$ cat config.mk
export PLATFORM = sky130hd
export DESIGN_NAME = wb_regfile
export DESIGN_NICKNAME = d
export VERILOG_FILES = /design/src/rtl/wb_pkg.sv /design/src/rtl/wb_slave_fsm.sv /design/src/rtl/wb_regfile.sv
export SDC_FILE = /design/constraint.sdc
export NUM_CORES = 1
export LEC_CHECK = 0
export CAP_MARGIN = 30
export CORE_AREA = 2 2 74 55
export CTS_BUF_LIST = sky130_fd_sc_hd__clkbuf_4 sky130_fd_sc_hd__clkbuf_8
export CTS_CLUSTER_DIAMETER = 150
export DETAILED_ROUTE_END_ITERATION = 8
export DIE_AREA = 0 0 76 57
export PLACE_DENSITY_LB_ADDON = 0.1
export SYNTH_ARGS = -nofsm -noshare
export SYNTH_HDL_FRONTEND = slang
export SYNTH_SLANG_ARGS = --single-unit
$ cat constraint.sdc
create_clock -name i_clk -period 2.95 [get_ports i_clk]
set_input_delay 0.7375 -clock i_clk [delete_from_list [all_inputs] [get_ports i_clk]]
set_output_delay 0.7375 -clock i_clk [all_outputs]
set_load 0.02 [all_outputs]
$ cat src/rtl/wb_pkg.sv
// Shared Wishbone slave definitions: handshake state encoding and byte-lane merge helper.
package wb_pkg;

  typedef enum logic {
    WB_IDLE = 1'b0,
    WB_ACK  = 1'b1
  } wb_state_e;

  localparam int unsigned WB_MAX_DSIZE = 256;
  localparam int unsigned WB_MAX_LANES = WB_MAX_DSIZE / 8;

  // Callers zero-extend their operands to the maximum width and truncate the result back.
  function automatic logic [WB_MAX_DSIZE-1:0] wb_byte_merge(
    input logic [WB_MAX_DSIZE-1:0] old_word,
    input logic [WB_MAX_DSIZE-1:0] new_word,
    input logic [WB_MAX_LANES-1:0] sel
  );
    logic [WB_MAX_DSIZE-1:0] merged;
    merged = old_word;
    for (int unsigned b = 0; b < WB_MAX_LANES; b++) begin
      if (sel[b]) merged[8*b +: 8] = new_word[8*b +: 8];
    end
    return merged;
  endfunction

endpackage

$ cat src/rtl/wb_slave_fsm.sv
// Wishbone-classic IDLE/ACK handshake: one-cycle take strobe, registered ack or err pulse.
module wb_slave_fsm
  import wb_pkg::*;
(
  input  logic i_clk,
  input  logic i_rst_n,
  input  logic i_cyc,
  input  logic i_stb,
  input  logic i_err_req,
  output logic o_take,
  output logic o_ack,
  output logic o_err
);

  wb_state_e state, state_nxt;

  always_ff @(posedge i_clk or negedge i_rst_n) begin
    if (!i_rst_n) begin
      state <= WB_IDLE;
      o_ack <= 1'b0;
      o_err <= 1'b0;
    end else begin
      state <= state_nxt;
      o_ack <= o_take & ~i_err_req;
      o_err <= o_take & i_err_req;
    end
  end

  always_comb begin
    state_nxt = state;
    o_take    = 1'b0;
    case (state)
      WB_IDLE: begin
        if (i_cyc && i_stb) begin
          o_take    = 1'b1;
          state_nxt = WB_ACK;
        end
      end
      WB_ACK:  state_nxt = WB_IDLE;
      default: state_nxt = WB_IDLE;
    endcase
  end

endmodule

$ cat src/rtl/wb_regfile.sv
// Wishbone-classic register file with byte-lane writes and a parallel export of every register.
// Define WB_REGFILE_ERR_EN to answer out-of-range accesses with o_err instead of o_ack.
module wb_regfile
  import wb_pkg::*;
#(
  parameter int unsigned DSIZE = 8,
  parameter int unsigned DEPTH = 4,
  parameter int unsigned AW    = 2
) (
  input  logic                   i_clk,
  input  logic                   i_rst_n,
  input  logic                   i_cyc,
  input  logic                   i_stb,
  input  logic                   i_we,
  input  logic [AW-1:0]          i_adr,
  input  logic [DSIZE/8-1:0]     i_sel,
  input  logic [DSIZE-1:0]       i_dat,
  output logic                   o_ack,
  output logic                   o_err,
  output logic [DSIZE-1:0]       o_dat,
  output logic [DEPTH*DSIZE-1:0] o_regs
);

  logic [DSIZE-1:0] regs [DEPTH];
  logic [DSIZE-1:0] rd_word;
  logic             oor;
  logic             err_req;
  logic             take;

  always_comb oor = (32'(i_adr) >= DEPTH);

`ifdef WB_REGFILE_ERR_EN
  always_comb err_req = oor;
`else
  always_comb err_req = 1'b0;
`endif

  wb_slave_fsm u_fsm (
    .i_clk     (i_clk),
    .i_rst_n   (i_rst_n),
    .i_cyc     (i_cyc),
    .i_stb     (i_stb),
    .i_err_req (err_req),
    .o_take    (take),
    .o_ack     (o_ack),
    .o_err     (o_err)
  );

  always_comb begin
    rd_word = '0;
    for (int unsigned k = 0; k < DEPTH; k++) begin
      if (i_adr == AW'(k)) rd_word = regs[k];
    end
  end

  always_ff @(posedge i_clk or negedge i_rst_n) begin
    if (!i_rst_n) begin
      for (int unsigned k = 0; k < DEPTH; k++) regs[k] <= '0;
      o_dat <= '0;
    end else if (take) begin
      if (i_we) begin
        for (int unsigned k = 0; k < DEPTH; k++) begin
          if (!oor && i_adr == AW'(k)) begin
            regs[k] <= DSIZE'(wb_byte_merge(WB_MAX_DSIZE'(regs[k]),
                                            WB_MAX_DSIZE'(i_dat),
                                            WB_MAX_LANES'(i_sel)));
          end
        end
      end else begin
        o_dat <= oor ? '0 : rd_word;
      end
    end
  end

  always_comb begin
    o_regs = '0;
    for (int unsigned k = 0; k < DEPTH; k++) o_regs[k*DSIZE +: DSIZE] = regs[k];
  end

endmodule

Word-level counts from Yosys, hierarchy flattened:

Index checks and enable logic that the tools add are counted.

* bits in registers: 42
* input bits: 16
* output and inout port bits: 42

* equality and inequality tests: 3
* multiplexer cells: 7
* bitwise gates (word level): 2
* reduce and logical (&&, ||, !) cells: 7

Operators with widths (number)
* 2-to-1 mux 8 bit: 4
* AND reduction 4 bit: 4
* == test 2 bit (second input constant): 2
* == test 2 x 1 -> 1 bit (second input constant): 1
* logical NOT 2 bit: 1
* 2-to-1 mux 1 bit: 2
* NOT 1 bit: 2
* case mux 1 bit (2 select lines): 1
* AND reduction 2 bit: 1
* logical AND 1 bit: 1

Depth between registers and ports, before layout:

* depth after elaboration: 5
* mapped depth: 4

Modules after synthesis:

From an unflattened synthesis, not the netlist that was laid out.

* cells, all modules: 105
* area total of the unflattened synthesis: 1836.8 sq um

Modules (own cells, without submodules)
* wb_regfile: instances 1, cells each 99, area each 1727.9 sq um, sequential area each 1001.0 sq um
* wb_slave_fsm: instances 1, cells each 6, area each 108.9 sq um, sequential area each 75.1 sq um

Worst setup path before layout:

Ideal clock, no wire load.

* path type: in2reg
* start point: input port i_cyc
* end point: register regs, in the netlist o_regs[0]
* arrival time: 1.739 ns
* slack: 1.086 ns
* cell stages on the path: 3
* buffers on the path: 0
* cells stage by stage: nand4b_4 -> nor4b_4 -> mux2_2

* longest elaborated chain between the ends: 4

Ends and longest elaborated chain
* start: declaration: line wb_regfile.sv:12 `input logic i_cyc,`
* logical AND 1 bit: line wb_slave_fsm.sv:34 `if (i_cyc && i_stb) begin`
* 2-to-1 mux 1 bit: line wb_slave_fsm.sv:34
* 2-to-1 mux 1 bit: line wb_slave_fsm.sv:32 `case (state)`
* AND reduction 4 bit (no source line)
* end signal: indexed assignment: line wb_regfile.sv:64 `regs[k] <= DSIZE'(wb_byte_merge(WB_MAX_DSIZE'(regs[k]),`
* end: declaration: line wb_regfile.sv:24 `logic [DSIZE-1:0] regs [DEPTH];`

Every way passes these cells.
A chain may end at the register's enable or synchronous reset.

Final worst setup path:

* start point: input port i_cyc
* end point: register regs, in the netlist o_regs[1]

Same word-level chain as after synthesis.

==> flow_metrics.py <==
metrics = {
    "detailed_routing": {
        "remaining_drc_errors": 0,
        "wl_met3_um": 291,
        "top_layer_used": "met4",
        "wl_met2_um": 1860,
        "wl_per_cell_um": 17.7,
        "drt_iter0_markers": 40,
        "routed_wl_um": 3970,
        "viasPerCell": 5.20,
        "drt-pass1-iter-count": 4,
        "num_vias": 1165,
        "ant_nets": 0,
        "drt-met1-wl_um": 1770,
    },
    "synth": {
        "ys_seq_area_share_pct": 57.0,
        "netlist_top_cells_area": "dfrtp_1, mux2_2, mux4_2",
        "yosys-top-cells-count": "dfrtp_1, mux2_2, mux4_2",
        "synth_cell_types": 16,
        "yosysTopAreaCell": "dfrtp_1",
        "synth.top_cell.area_share_pct": 57.0,
        "synth_edf_count": 0,
        "synth_cells": 104,
        "synthFlopType": "dfrtp_1",
        "syn-num-nets": 120,
        "yosysWarnings": 0,
        "syn_area_mm2": 0.00180,
        "avgSynthCellArea_um2": 17.3,
        "async_flop_share_pct": 100,
        "ys_ff_latch": 41,
        "yosysMostFrequentCell": "dfrtp_1",
    },
    "final_layout": {
        "antenna_cells": 0,
        "final_area_mm2": 0.00254,
        "nets": 187,
        "area_growth_pct": 41.0,
        "layout-drive-gt1-share_pct": 41.3,
    },
    "clocking": {
        "clock_tree.root_cell": "clkbuf_8",
        "clkSinkCount": 41,
        "ctsHoldBuffers": 0,
        "h-tree-depth": 2,
        "cts_resized": 0,
        "cts_buffers": 5,
        "clk_pin_slew_ns": 0.07,
        "cts_setup_buffers": 0,
        "cts_tree": "built",
        "clock_latency_ns": 0.29,
        "clockBufferDepth": 2,
    },
    "setup_path": {
        "r2r_slack_ns": 1.34,
        "start_kind": "input pin",
        "worstPathRequired_ns": 3.12,
        "setup.worst_path.end_class": "register",
        "crit_buf_inv": 2,
        "worst_path_largest_cell_delay_ns": 0.52,
        "path_class": "input pin to register",
        "crit_slowest_cell": "clkdlybuf4s50_1",
        "worst-endpoint-arrival_ns": 2.32,
        "cp_max_fo": 4,
        "crit_family": "buffers and inverters",
        "crit_chain": "clkdlybuf4s50_1 > nand4b_4 > nor4b_4 > buf_4 > mux2_2",
    },
    "die": {
        "io_pins": 58,
        "rows": 19,
        "dieArea_mm2": 0.00433,
        "design.core.area_mm2": 0.00368,
        "dieHeight_um": 57,
        "die_x_um": 76,
        "start_util_pct": 48.8,
    },
    "sta": {
        "fmax_mhz": 466,
        "report.final.slew_viol_count": 0,
        "fin_skew_ns": 0.00847,
        "whs_ns": 0.508,
        "grt_setup_unrepaired": "false",
        "tns_ns": 0,
        "worst_pin_slew_ns": 0.899,
        "hold_violations": 0,
        "fin_crit_sh_pct": 72.7,
        "maxSlewHeadroom_pct": 40.1,
        "fin_ws_ns": 0.806,
        "setup_violations": 0,
        "fin_crit_ns": 2.14,
    },
    "global_routing": {
        "antenna_found_initial": 0,
        "gr-total-overflow": 0,
        "grt_pass1_wl_um": 6490,
        "grt_use_total_pct": 20.2,
        "grt_pass1_vias": 1227,
        "grt_max_degree": 42,
    },
    "run": {
        "maxCapViolCount": 0,
    },
    "placement": {
        "place_area_mm2": 0.00245,
        "pre_cts_ws_ns": 0.510,
        "place_congestion": 0.738,
        "port_buffers": 56,
        "place_hpwl_um": 2920,
    },
    "min_path": {
        "holdCritPathClass": "register to register",
    },
    "power": {
        "power_density_mw_per_mm2": 670,
        "ir_drop_uv": 370,
        "leakagePower_uw": 0.00112,
    },
    "status": {
        "status": "finished clean",
    },
}
==> worst register-to-register path, cell delays in order (launching register included) <==
cell and delay, ns:
dfrtp_1 0.39, nand4b_4 0.24, nor4b_4 0.33, buf_4 0.20
mux2_2 0.34
==> metal layers <==
layer	vias up	GRT usage (%)
li1	520	-
met1	596	27.7
met2	44	31.3
met3	5	6.17
met4	0	7.27
met5	-	0
==> power by group <==
| group | leakage [uW] | total, uW | switching, uW | internal (uW) |
|---|---|---|---|---|
| Clock | 0.0000484 | 356 | 183 | 173 |
| Sequential | 0.000533 | 756 | 79.4 | 676 |
| Combinational | 0.000535 | 588 | 258 | 330 |
| Total | 0.00112 | 1700 | 520 | 1180 |
==> cell usage in the layout (no fill, tap or decap), drive strengths merged <==
cell and n:
clkdlybuf4s50 55, dfrtp 41, mux2 40, buf 9, mux4 8, clkbuf 6, nor2 2, clkinv 2
and3b 1, and2b 1, nand4b 1, nand2 1, nor3 1, nand3 1, nor4b 1, nand3b 1
conb 1
==> registers in the layout, indices dropped and copies added (netlist names) <==
name	count
o_dat	8
u_fsm.o_ack	1
o_regs	32
==> cells by family (layout without fill, tap and decap cells) <==
logic type	Yosys count	count (layout)	synth area share (%)
simple gates	10	10	6.12
mux	48	48	35.0
flops	41	41	57.0
other cells	1	1	0.208
buf+inv	4	72	1.60
==> worst paths after layout <==
check,depth (start not counted),endpoint,startpoint
worst max-delay path,5,o_regs[1]$_DFFE_PN0P_,i_cyc
worst min-delay path,1,o_dat[1]$_DFFE_PN0P_,o_dat[1]$_DFFE_PN0P_
worst max register to register,4,o_regs[1]$_DFFE_PN0P_,u_fsm.o_ack$_DFF_PN0_
worst min register to register,1,o_dat[1]$_DFFE_PN0P_,o_dat[1]$_DFFE_PN0P_
max in group asynchronous,1,o_regs[11]$_DFFE_PN0P_,i_rst_n
min in group asynchronous,1,o_dat[2]$_DFFE_PN0P_,i_rst_n
==> stage by stage <==
stage | util, % | power (uW) | cells
6_report | 68.9 | 1700 | 224
5_1_grt | 68.9 | 1780 | 224
4_1_cts | 68.9 | 1720 | 224
3_5_place_dp | 66.5 | 1360 | 216
3_3_place_gp | 66.5 | 1340 | 216
2_1_floorplan | - | 1050 | 104
==> cell type report <==
cell class,instances,area [um^2]
clock buffers,6,76.3
repair buffers,64,616
fillers,274,1150
clock inverters,2,10.0
multi-input cells,59,744
flip-flops and latches,41,1030
well taps,52,65.1
(Power assumes the default switching activity.)
